<file path="src/rtl/pwm_fade_ctrl_pkg.sv">
// Shared types for the PWM fade sequencer: command codes, FSM states, widths.
package pwm_fade_ctrl_pkg;

    localparam int unsigned DEF_N = 4;
    localparam int unsigned CNT_W = 8;

    typedef enum logic [1:0] {
        CMD_OFF     = 2'b00,
        CMD_SET     = 2'b01,
        CMD_FADE    = 2'b10,
        CMD_BREATHE = 2'b11
    } cmd_mode_e;

    typedef enum logic [2:0] {
        ST_OFF,
        ST_FIXED,
        ST_FADE_UP,
        ST_FADE_DN,
        ST_BR_UP,
        ST_BR_HOLD_HI,
        ST_BR_DN,
        ST_BR_HOLD_LO
    } state_e;

    function automatic logic is_busy(input state_e s);
        return !((s == ST_OFF) || (s == ST_FIXED));
    endfunction

    function automatic logic is_fade(input state_e s);
        return (s == ST_FADE_UP) || (s == ST_FADE_DN);
    endfunction

    function automatic logic is_hold(input state_e s);
        return (s == ST_BR_HOLD_HI) || (s == ST_BR_HOLD_LO);
    endfunction

endpackage

</file>
<file path="src/rtl/pwm_fade_ctrl_if.sv">
// Single-beat command channel (valid/ready) into the fade sequencer.
interface pwm_fade_ctrl_if #(
    parameter int unsigned N = pwm_fade_ctrl_pkg::DEF_N
) ();
    import pwm_fade_ctrl_pkg::*;

    logic           cmd_valid;
    logic           cmd_ready;
    cmd_mode_e      cmd_mode;
    logic [N-1:0]   cmd_level;

    modport master (output cmd_valid, output cmd_mode, output cmd_level, input cmd_ready);
    modport slave  (input cmd_valid, input cmd_mode, input cmd_level, output cmd_ready);

endinterface

</file>
<file path="src/rtl/pwm_fade_ctrl_frame_div.sv">
// Frame-tick divider shared by step and hold timing; tc fires on the tick that wraps the count.
module pwm_fade_ctrl_frame_div
    import pwm_fade_ctrl_pkg::*;
(
    input  logic             clock_i,
    input  logic             reset_i,
    input  logic             clear_i,
    input  logic             tick_i,
    input  logic [CNT_W-1:0] period_i,
    output logic             tc_c_o
);

    logic [CNT_W-1:0] cnt_q, cnt_d;

    assign tc_c_o = tick_i && (cnt_q == (period_i - CNT_W'(1)));

    always_comb begin
        cnt_d = cnt_q;
        if (clear_i) begin
            cnt_d = '0;
        end else if (tc_c_o) begin
            cnt_d = '0;
        end else if (tick_i) begin
            cnt_d = cnt_q + CNT_W'(1);
        end
    end

    always_ff @(posedge clock_i) begin
        if (reset_i) begin
            cnt_q <= '0;
        end else begin
            cnt_q <= cnt_d;
        end
    end

endmodule

</file>
<file path="src/rtl/pwm_fade_ctrl.sv">
// Duty sequencer for the PWM LED dimmer: off/set/fade/breathe, duty updated only on frame ticks.
module pwm_fade_ctrl
    import pwm_fade_ctrl_pkg::*;
#(
    parameter int unsigned N           = DEF_N,
    parameter int unsigned STEP_FRAMES = 4,
    parameter int unsigned HOLD_FRAMES = 8
) (
    input  logic            clock_i,
    input  logic            reset_i,
    input  logic            frame_tick_i,
    pwm_fade_ctrl_if.slave  cmd,
    output logic [N-1:0]    duty_o,
    output logic            busy_o,
    output logic            done_o
);

    localparam logic [N-1:0]     DUTY_MAX = {N{1'b1}};
    localparam logic [CNT_W-1:0] STEP_P   = CNT_W'(STEP_FRAMES);
    localparam logic [CNT_W-1:0] HOLD_P   = CNT_W'(HOLD_FRAMES);
    // Zero dwell skips the hold states entirely.
    localparam state_e TOP_NEXT = (HOLD_FRAMES == 0) ? ST_BR_DN : ST_BR_HOLD_HI;
    localparam state_e BOT_NEXT = (HOLD_FRAMES == 0) ? ST_BR_UP : ST_BR_HOLD_LO;

    state_e           state_q, state_d;
    logic [N-1:0]     duty_q, duty_d;
    logic [N-1:0]     tgt_q, tgt_d;
    logic [N-1:0]     plevel_q, plevel_d;
    cmd_mode_e        pmode_q, pmode_d;
    logic             pend_q, pend_d;
    logic             ready_q, ready_d;
    logic             busy_q, busy_d;
    logic             done_q, done_d;

    logic             accept;
    logic             apply;
    logic             tc;
    logic             div_clear;
    cmd_mode_e        amode;
    logic [N-1:0]     alevel;
    logic [N-1:0]     duty_inc;
    logic [N-1:0]     duty_dec;
    logic [CNT_W-1:0] div_period;

    assign accept     = cmd.cmd_valid && ready_q;
    assign duty_inc   = (duty_q == DUTY_MAX) ? duty_q : duty_q + N'(1);
    assign duty_dec   = (duty_q == '0) ? duty_q : duty_q - N'(1);
    assign div_period = is_hold(state_q) ? HOLD_P : STEP_P;
    assign div_clear  = apply || (state_d != state_q) || !is_busy(state_q);

    pwm_fade_ctrl_frame_div u_frame_div (
        .clock_i  (clock_i),
        .reset_i  (reset_i),
        .clear_i  (div_clear),
        .tick_i   (frame_tick_i),
        .period_i (div_period),
        .tc_c_o   (tc)
    );

    // Next-state: an applying command overrides any step due on the same tick.
    always_comb begin
        state_d  = state_q;
        duty_d   = duty_q;
        tgt_d    = tgt_q;
        pend_d   = pend_q;
        pmode_d  = pmode_q;
        plevel_d = plevel_q;
        done_d   = 1'b0;
        apply    = 1'b0;
        amode    = pmode_q;
        alevel   = plevel_q;

        if (accept) begin
            pend_d   = 1'b1;
            pmode_d  = cmd.cmd_mode;
            plevel_d = cmd.cmd_level;
        end

        if (frame_tick_i && (pend_q || accept)) begin
            apply = 1'b1;
            if (!pend_q) begin
                amode  = cmd.cmd_mode;
                alevel = cmd.cmd_level;
            end
        end

        if (apply) begin
            pend_d = 1'b0;
            case (amode)
                CMD_OFF: begin
                    state_d = ST_OFF;
                    duty_d  = '0;
                end
                CMD_SET: begin
                    state_d = ST_FIXED;
                    duty_d  = alevel;
                end
                CMD_FADE: begin
                    tgt_d = alevel;
                    if (alevel > duty_q) begin
                        state_d = ST_FADE_UP;
                    end else if (alevel < duty_q) begin
                        state_d = ST_FADE_DN;
                    end else begin
                        state_d = ST_FIXED;
                        done_d  = 1'b1;
                    end
                end
                CMD_BREATHE: begin
                    tgt_d = alevel;
                    if (alevel == '0) begin
                        state_d = ST_FIXED;
                        duty_d  = '0;
                    end else if (duty_q >= alevel) begin
                        state_d = TOP_NEXT;
                        duty_d  = alevel;
                    end else begin
                        state_d = ST_BR_UP;
                    end
                end
                default: ;
            endcase
        end else if (tc) begin
            case (state_q)
                ST_FADE_UP: begin
                    duty_d = duty_inc;
                    if (duty_inc >= tgt_q) begin
                        state_d = ST_FIXED;
                        done_d  = 1'b1;
                    end
                end
                ST_FADE_DN: begin
                    duty_d = duty_dec;
                    if (duty_dec <= tgt_q) begin
                        state_d = ST_FIXED;
                        done_d  = 1'b1;
                    end
                end
                ST_BR_UP: begin
                    duty_d = duty_inc;
                    if (duty_inc >= tgt_q) begin
                        state_d = TOP_NEXT;
                    end
                end
                ST_BR_HOLD_HI: state_d = ST_BR_DN;
                ST_BR_DN: begin
                    duty_d = duty_dec;
                    if (duty_dec == '0) begin
                        state_d = BOT_NEXT;
                    end
                end
                ST_BR_HOLD_LO: state_d = ST_BR_UP;
                default: ;
            endcase
        end

        ready_d = !pend_d && !is_fade(state_d);
        busy_d  = is_busy(state_d);
    end

    always_ff @(posedge clock_i) begin
        if (reset_i) begin
            state_q  <= ST_OFF;
            duty_q   <= '0;
            tgt_q    <= '0;
            pend_q   <= 1'b0;
            pmode_q  <= CMD_OFF;
            plevel_q <= '0;
            ready_q  <= 1'b1;
            busy_q   <= 1'b0;
            done_q   <= 1'b0;
        end else begin
            state_q  <= state_d;
            duty_q   <= duty_d;
            tgt_q    <= tgt_d;
            pend_q   <= pend_d;
            pmode_q  <= pmode_d;
            plevel_q <= plevel_d;
            ready_q  <= ready_d;
            busy_q   <= busy_d;
            done_q   <= done_d;
        end
    end

    assign cmd.cmd_ready = ready_q;
    assign duty_o        = duty_q;
    assign busy_o        = busy_q;
    assign done_o        = done_q;

endmodule
</file>
<file path="src/flat_wrapper.sv">
// flat-port wrapper written by rule: the top's interface ports become plain ports
module pwm_fade_ctrl_flat import pwm_fade_ctrl_pkg::*;
#(
    parameter int unsigned N           = DEF_N,
    parameter int unsigned STEP_FRAMES = 4,
    parameter int unsigned HOLD_FRAMES = 8
)
  (clock_i, reset_i, frame_tick_i, duty_o, busy_o, done_o, cmd_cmd_valid, cmd_cmd_mode, cmd_cmd_level, cmd_cmd_ready);
  pwm_fade_ctrl_if #(.N(N)) cmd_i ();
  input  logic clock_i;
  input  logic reset_i;
  input  logic frame_tick_i;
  output logic [N-1:0] duty_o;
  output logic busy_o;
  output logic done_o;
  input wire logic [$bits(cmd_i.cmd_valid)-1:0] cmd_cmd_valid;
  input wire logic [$bits(cmd_i.cmd_mode)-1:0] cmd_cmd_mode;
  input wire logic [$bits(cmd_i.cmd_level)-1:0] cmd_cmd_level;
  output wire logic [$bits(cmd_i.cmd_ready)-1:0] cmd_cmd_ready;
  assign cmd_i.cmd_valid = cmd_cmd_valid;
  assign cmd_i.cmd_mode = cmd_cmd_mode;
  assign cmd_i.cmd_level = cmd_cmd_level;
  assign cmd_cmd_ready = cmd_i.cmd_ready;
  pwm_fade_ctrl #(.N(N), .STEP_FRAMES(STEP_FRAMES), .HOLD_FRAMES(HOLD_FRAMES)) u_core (.clock_i(clock_i), .reset_i(reset_i), .frame_tick_i(frame_tick_i), .cmd(cmd_i), .duty_o(duty_o), .busy_o(busy_o), .done_o(done_o));
endmodule
</file>
<file path="config.mk">
export PLATFORM = sky130hd
export DESIGN_NAME = pwm_fade_ctrl_flat
export DESIGN_NICKNAME = d
export VERILOG_FILES = /design/src/rtl/pwm_fade_ctrl_pkg.sv /design/src/rtl/pwm_fade_ctrl_if.sv /design/src/rtl/pwm_fade_ctrl_frame_div.sv /design/src/rtl/pwm_fade_ctrl.sv /design/src/flat_wrapper.sv
export SDC_FILE = /design/constraint.sdc
export NUM_CORES = 1
export LEC_CHECK = 0
export ABC_AREA = 1
export BUFFER_PORTS_ARGS = -buffer_cell sky130_fd_sc_hd__buf_2
export CAP_MARGIN = 20
export CORE_ASPECT_RATIO = 2
export CORE_MARGIN = 8
export CORE_UTILIZATION = 35
export DETAILED_ROUTE_END_ITERATION = 16
export GPL_TIMING_DRIVEN = 0
export PLACE_DENSITY_LB_ADDON = 0.2
export SLEW_MARGIN = 40
export SYNTH_ARGS = -nofsm -noshare
export SYNTH_HDL_FRONTEND = slang
export SYNTH_HIERARCHICAL = 1
export SYNTH_SLANG_ARGS = --single-unit
</file>
<file path="constraint.sdc">
create_clock -name clock_i -period 2.7 [get_ports clock_i]
set_input_delay 0.27 -clock clock_i [delete_from_list [all_inputs] [get_ports clock_i]]
set_output_delay 0.27 -clock clock_i [all_outputs]
set_load 0.01 [all_outputs]
</file>
Word level (Yosys, flattened, before mapping) --
Cells that the tools add are included.
Storage, ports and cells: register bits after elaboration 29, output and inout bits 7, logic and storage cells 101
Operators by class: add/subtract/negate cells 4, magnitude comparators 5, eq/ne operators 18, multiplexer cells 36, reduce and logical (&&, ||, !) cells 28
Operators with widths (count):
- two-way mux 4 bit | 9
- two-way mux 3 bit | 8
- one-hot mux 3 bit (6 select lines) | 1
- == test 3 x 2 -> 1 bit (second input constant) | 4
- == test 3 bit (second input constant) | 4
- zero test 4 bit | 3
- one-hot mux 3 bit (4 select lines) | 1
- one-hot mux 4 bit (3 select lines) | 1
- two-way mux 1 bit | 11
- adder 8 x 1 -> 8 bit (second input constant) | 1
- == test 8 bit | 1
- >= comparator 4 bit | 2
- != test 4 bit (second input constant) | 2
- one-hot mux 4 bit (2 select lines) | 1
- subtractor 8 x 1 -> 8 bit (second input constant) | 1
- logical OR 1 bit | 7
- == test 3 x 1 -> 1 bit (second input constant) | 2
- zero test 3 bit | 2
- two-way mux 2 bit | 3
- OR reduction 2 bit | 3
- adder 4 x 1 -> 4 bit (second input constant) | 1
- == test 2 bit (second input constant) | 2
- == test 4 bit (second input constant) | 1
- greater-than comparator 4 bit | 1
- other kinds (14) | 19

Logic depth before layout (Yosys ltp) --
word-level depth 13, depth in mapped cells 26, mapped depth without buffers 25

By module --
The synthesis kept the hierarchy.
By module, submodules not included:
- pwm_fade_ctrl | times used 1, cells an instance 309, area an instance 1830.5 um^2, seq. area each 420.4 um^2
- pwm_fade_ctrl_frame_div | times used 1, cells an instance 113, area an instance 660.6 um^2, seq. area each 160.2 um^2

Worst setup path before layout --
OpenSTA, ideal clock, no wires.
path type reg2reg, start point register u_core.duty_q[0], in the netlist u_core/duty_o[0], end point register u_core.u_frame_div.cnt_q[0], arrival 2.390 ns, required time 2.636 ns, path slack 0.246 ns, stages on the path, launching flop included 23, path buffers 0, clock period less this slack 2.454 ns, path through dfxtp_1 -> inv_1 -> ha_1 -> inv_1 -> nand2_1 -> o21ai_0 -> inv_1 -> ha_1 -> nand2_1 -> inv_1 -> nand2_1 -> nand4_1 -> nand3_1 -> nand2_1 -> nand2_1 -> nand2_1 -> nand2_1 -> nand2_1 -> inv_1 -> nand2_1 -> nor2_1 -> nand2_4 -> nor2_1
On the way: word-level cells in the longest chain between the ends 11, elaborated cells on any way between the ends 28, those cells by class add/sub (2); order compare (5); eq/ne (2); mux (14); reduce/logical (5)
RTL lines:
- start, declared | RTL line pwm_fade_ctrl.sv:26 | logic [N-1:0] duty_q, duty_d;
- start signal, assigned | RTL line pwm_fade_ctrl.sv:174 | duty_q <= duty_d;
- adder 4 x 1 -> 4 bit (tied with other cells) | RTL line pwm_fade_ctrl.sv:46 | assign duty_inc = (duty_q == DUTY_MAX) ? duty_q : duty_q + N'(1);
- two-way mux 4 bit, on equally long branches | RTL line pwm_fade_ctrl.sv:46, pwm_fade_ctrl.sv:47
- >= comparator 4 bit (tied with other cells) | RTL line pwm_fade_ctrl.sv:127, pwm_fade_ctrl.sv:141
- two-way mux 3 bit, on equally long branches
- one-hot mux 3 bit (6 select lines) | RTL line pwm_fade_ctrl.sv:124 | case (state_q)
- two-way mux 3 bit | RTL line pwm_fade_ctrl.sv:123 | end else if (tc) begin
- two-way mux 3 bit * | RTL line pwm_fade_ctrl.sv:87 | if (apply) begin
- != test 3 bit * | RTL line pwm_fade_ctrl.sv:49 | assign div_clear = apply || (state_d != state_q) || !is_busy(state_q);
- logical OR 1 bit * (2 in a row) | RTL line pwm_fade_ctrl.sv:49
- via u_core.div_clear | RTL line pwm_fade_ctrl.sv:38 | logic div_clear;
- OR reduction 3 bit (no line) *
- end signal, assigned | RTL line pwm_fade_ctrl_frame_div.sv:32 | cnt_q <= cnt_d;
- end, declared | RTL line pwm_fade_ctrl_frame_div.sv:13 | logic [CNT_W-1:0] cnt_q, cnt_d;
The timed path passes the listed nets; every way through them passes the cells marked *. A chain may end at the register's enable or synchronous reset.

Final worst setup path --
start point register u_core.ready_q, in the netlist u_core/cmd.cmd_ready, end point register u_core.u_frame_div.cnt_q[0]
On the way: word-level cells in the longest chain between the ends 13, elaborated cells on any way between the ends 24, those cells by class order compare (3); eq/ne (4); mux (9); reduce/logical (8)
RTL lines:
- start, declared | RTL line pwm_fade_ctrl.sv:31 | logic ready_q, ready_d;
- start signal, assigned | RTL line pwm_fade_ctrl.sv:179 | ready_q <= ready_d;
- logical AND 1 bit * | RTL line pwm_fade_ctrl.sv:45 | assign accept = cmd.cmd_valid && ready_q;
- logical OR 1 bit * | RTL line pwm_fade_ctrl.sv:79 | if (frame_tick_i && (pend_q || accept)) begin
- logical AND 1 bit * | RTL line pwm_fade_ctrl.sv:79
- two-way mux 4 bit | RTL line pwm_fade_ctrl.sv:79
- >= comparator 4 bit / less-than comparator 4 bit (equally long branches) | RTL line pwm_fade_ctrl.sv:114, pwm_fade_ctrl.sv:102
- two-way mux 1 bit / two-way mux 2 bit (equally long branches) | RTL line pwm_fade_ctrl.sv:114, pwm_fade_ctrl.sv:102
- two-way mux 3 bit, on equally long branches | RTL line pwm_fade_ctrl.sv:111, pwm_fade_ctrl.sv:100
- one-hot mux 3 bit (4 select lines) | RTL line pwm_fade_ctrl.sv:89 | case (amode)
- two-way mux 3 bit | RTL line pwm_fade_ctrl.sv:87
- != test 3 bit | RTL line pwm_fade_ctrl.sv:49
- logical OR 1 bit * (2 in a row) | RTL line pwm_fade_ctrl.sv:49
- via u_core.div_clear | RTL line pwm_fade_ctrl.sv:38
- OR reduction 3 bit (no line) *
Marked as above.

==> reports/results.ini <==
[min_path]
min_path_type = in2reg
min_from = reset_i
min_to = u_core/tgt_q[0]$_SDFFE_PP0P_
min_path_cells = 2

[setup_path]
reg2regPathDepth = 20
cp.required_ps = 2920
ff2ff_setup_slack_ps = 200
worstPathArrival_ps = 2710
cp_slowest_cell = dfxtp_4
r2r-start = u_core/cmd.cmd_ready$_SDFF_PP1_
critPathCaptureType = flip-flop
r2r_end = u_core/u_frame_div/cnt_q[0]$_SDFFE_PP0P_
path_common_cell = nand2_1
critical-path-max-stage-delay_ps = 370
cp-start-kind = flip-flop
crit_type = reg2reg
critPathMaxFanout = 8
crit_chain = nand2_4, inv_4, buf_6, nand4_1, nand2_2, inv_1, ha_1, nand2_1, inv_1, nand3_1, nand3_2, inv_1, nand3_2, nand2_1, nand3_1, nand2_1, nand2_1, nor2_2, nand2_4, nor2_2

[cts]
cts_buffers = 5
htreeDepth = 2
cts_sinks = 29
worstSkewPairLatency_ps = 280
clk_path_buf_depth = 2
ctsRootBufferMaster = clkbuf_16
cts_tree = yes
clkTransAtPathRegs_ps = 50

[route]
dr.pass1.iters = 4
drtAntennaViolNets = 0
viasPerCell = 4.77
drt_iter0_markers = 93
routed_wl_um = 7000
vias = 2669
wl_per_cell_um = 12.5
drc = 0

[final_layout]
fillers = 735
layout_commonest_cell = nand2_1
finalNetCount = 494
multi_input_area_sq_um = 1870
seq_area_sq_um = 594
antennaDiodeCount = 0
area_growth_pct = 28.4
drive_gt1_frac = 0.256
utilization = 0.461
final_cell_mix = 117 x nand2_1, 54 x inv_1, 47 x nor2_1

[synthesis]
yosys_warnings = 6
synth_cell_types = 28
synth_area_per_cell_sq_um = 5.90
synth_cells = 422
ys_ff_latch = 29
yosysSeqAreaShare = 0.233
netlist_area_sq_um = 2490

[floorplan]
dieArea_sq_um = 10200
die_h_um = 135
coreArea_sq_um = 6940
io_pins = 17
start_util = 0.359
rows = 43
die_w_um = 75.7

[timing]
skew_ps = 3.77
final_max_slew_viol_count = 0
finalCritPeriodShare = 0.924
period_minus_slack_ps = 2500
finalHoldViolCount = 0
worst_slack_ps = 204
hold_ws_ps = 266
finalSetupViolCount = 0
fmaxAchievable_mhz = 401

[global_route]
grt_pass1_wl_um = 11300
antenna_found_initial = 0
grt_use_total = 0.147
grt_start_max_net_pins = 11
overflow = 0
grt_pass1_vias = 2476

[pwr]
p_per_area_nw_per_um2 = 523
leakage_nw = 1.61
total_power_mw = 1.67
vdd_drop_max_uv = 608

[placed_design]
dp_slack_ps = -111
io_buffers = 15
hpwl_um = 5540
globalplace.congestion = 0.875

[job]
drv_cap = 0

[run_status]
status = completed

## synth_stat cells, drive strengths merged
library cell / n / area share
buf: 8 / 0.022
nand4: 15 / 0.043
xor2: 5 / 0.018
nand3: 37 / 0.082
nor2: 64 / 0.10
ha: 16 / 0.080
nor3: 2 / 0.0060
xnor2: 4 / 0.014
conb: 1 / 0.0015
dfxtp: 29 / 0.23
a21oi: 14 / 0.034
o21ai: 21 / 0.044
clkbuf: 1 / 0.0015
inv: 65 / 0.098
nand2: 140 / 0.22
## layout make-up
class	instances	share of cell area
clock inverter	1	0.00156
multi-input combinational	333	0.585
buffer	9	0.0196
timing repair buffer	25	0.0461
clock buffer	7	0.0477
sequential	29	0.186
tap	90	0.0352
inverter	65	0.0786
## worst max-delay path, delay by kind of cell (launching register included)
| kind | cells | cell delay (ps) |
|---|---|---|
| AND/OR/NAND/NOR | 14 | 1390 |
| buffers and inverters | 5 | 400 |
| flip-flops | 1 | 370 |
| adder cells (fa/ha/maj) | 1 | 270 |
## worst max path at each step
| stage | startpoint | end | slack [ps] | cells after the start |
|---|---|---|---|---|
| floorplan | u_core/duty_o[0]$_SDFFE_PP0P_ | u_core/u_frame_div/cnt_q[0]$_SDFFE_PP0P_ | 250 | 22 |
| global placement | u_core/duty_o[1]$_SDFFE_PP0P_ | u_core/u_frame_div/cnt_q[6]$_SDFFE_PP0P_ | -110 | 18 |
| detailed placement | u_core/cmd.cmd_ready$_SDFF_PP1_ | u_core/u_frame_div/cnt_q[0]$_SDFFE_PP0P_ | -110 | 22 |
| CTS | u_core/cmd.cmd_ready$_SDFF_PP1_ | u_core/u_frame_div/cnt_q[4]$_SDFFE_PP0P_ | 4 | 22 |
| global route | u_core/duty_o[0]$_SDFFE_PP0P_ | u_core/u_frame_div/cnt_q[0]$_SDFFE_PP0P_ | -30 | 21 |
| finish | u_core/cmd.cmd_ready$_SDFF_PP1_ | u_core/u_frame_div/cnt_q[0]$_SDFFE_PP0P_ | 200 | 20 |
## metal layers
metal	GRT usage	vias up	routed length [um]
li1	-	1396	-
met1	0.128	1208	2330
met4	0.103	0	329
met5	0	-	0
met3	0.0274	20	193
met2	0.278	45	4140
## report_power, final
part / internal (mW) / switching [mW]
clock: 0.389 / 0.191
sequential: 0.458 / 0.0295
combinational: 0.233 / 0.372
total: 1.08 / 0.593
## kinds of logic (layout without fill, tap and decap cells)
| group | after synthesis | in the layout | share of synthesized area |
|---|---|---|---|
| buffers and inverters | 74 | 107 | 0.121 |
| adder cells (fa/ha/maj) | 16 | 16 | 0.0804 |
| flip-flops | 29 | 29 | 0.233 |
| other | 1 | 15 | 0.00151 |
| XOR/XNOR | 9 | 9 | 0.0316 |
| AO/OA/AOI/OAI | 35 | 35 | 0.0779 |
| AND/OR/NAND/NOR | 258 | 258 | 0.455 |
## sequential cells by signal, summed over array words and instances, names as in the netlist
| name | cells |
|---|---|
| u_core/plevel_q | 4 |
| u_core/tgt_q | 4 |
| u_core/pend_q | 1 |
| u_core/done_o | 1 |
| u_core/pmode_q | 2 |
| u_core/busy_o | 1 |
| u_core/u_frame_div/cnt_q | 8 |
| u_core/cmd.cmd_ready | 1 |
| u_core/duty_o | 4 |
| u_core/state_q | 3 |
## repair_timing
item / CTS / global route
hold endpoints to repair: 0 / 0
hold buffers: 0 / 0
buffers inserted: 0 / 9
pin swaps: 0 / 15
gates resized for setup: 10 / 65
endpoints found under the setup margin: 8 / 8
cloned: 0 / 1
## per-stage QoR
step / TNS [ps] / instances / area [sq um]
finish: 0 / 559 / 3200
global route: -93.0 / 559 / 3200
CTS: 0 / 549 / 2900
detailed placement: -850 / 541 / 2730
global placement: -773 / 541 / 2730
floorplan: 0 / 436 / 2540
Note: power is estimated with default switching activity, not from simulation.
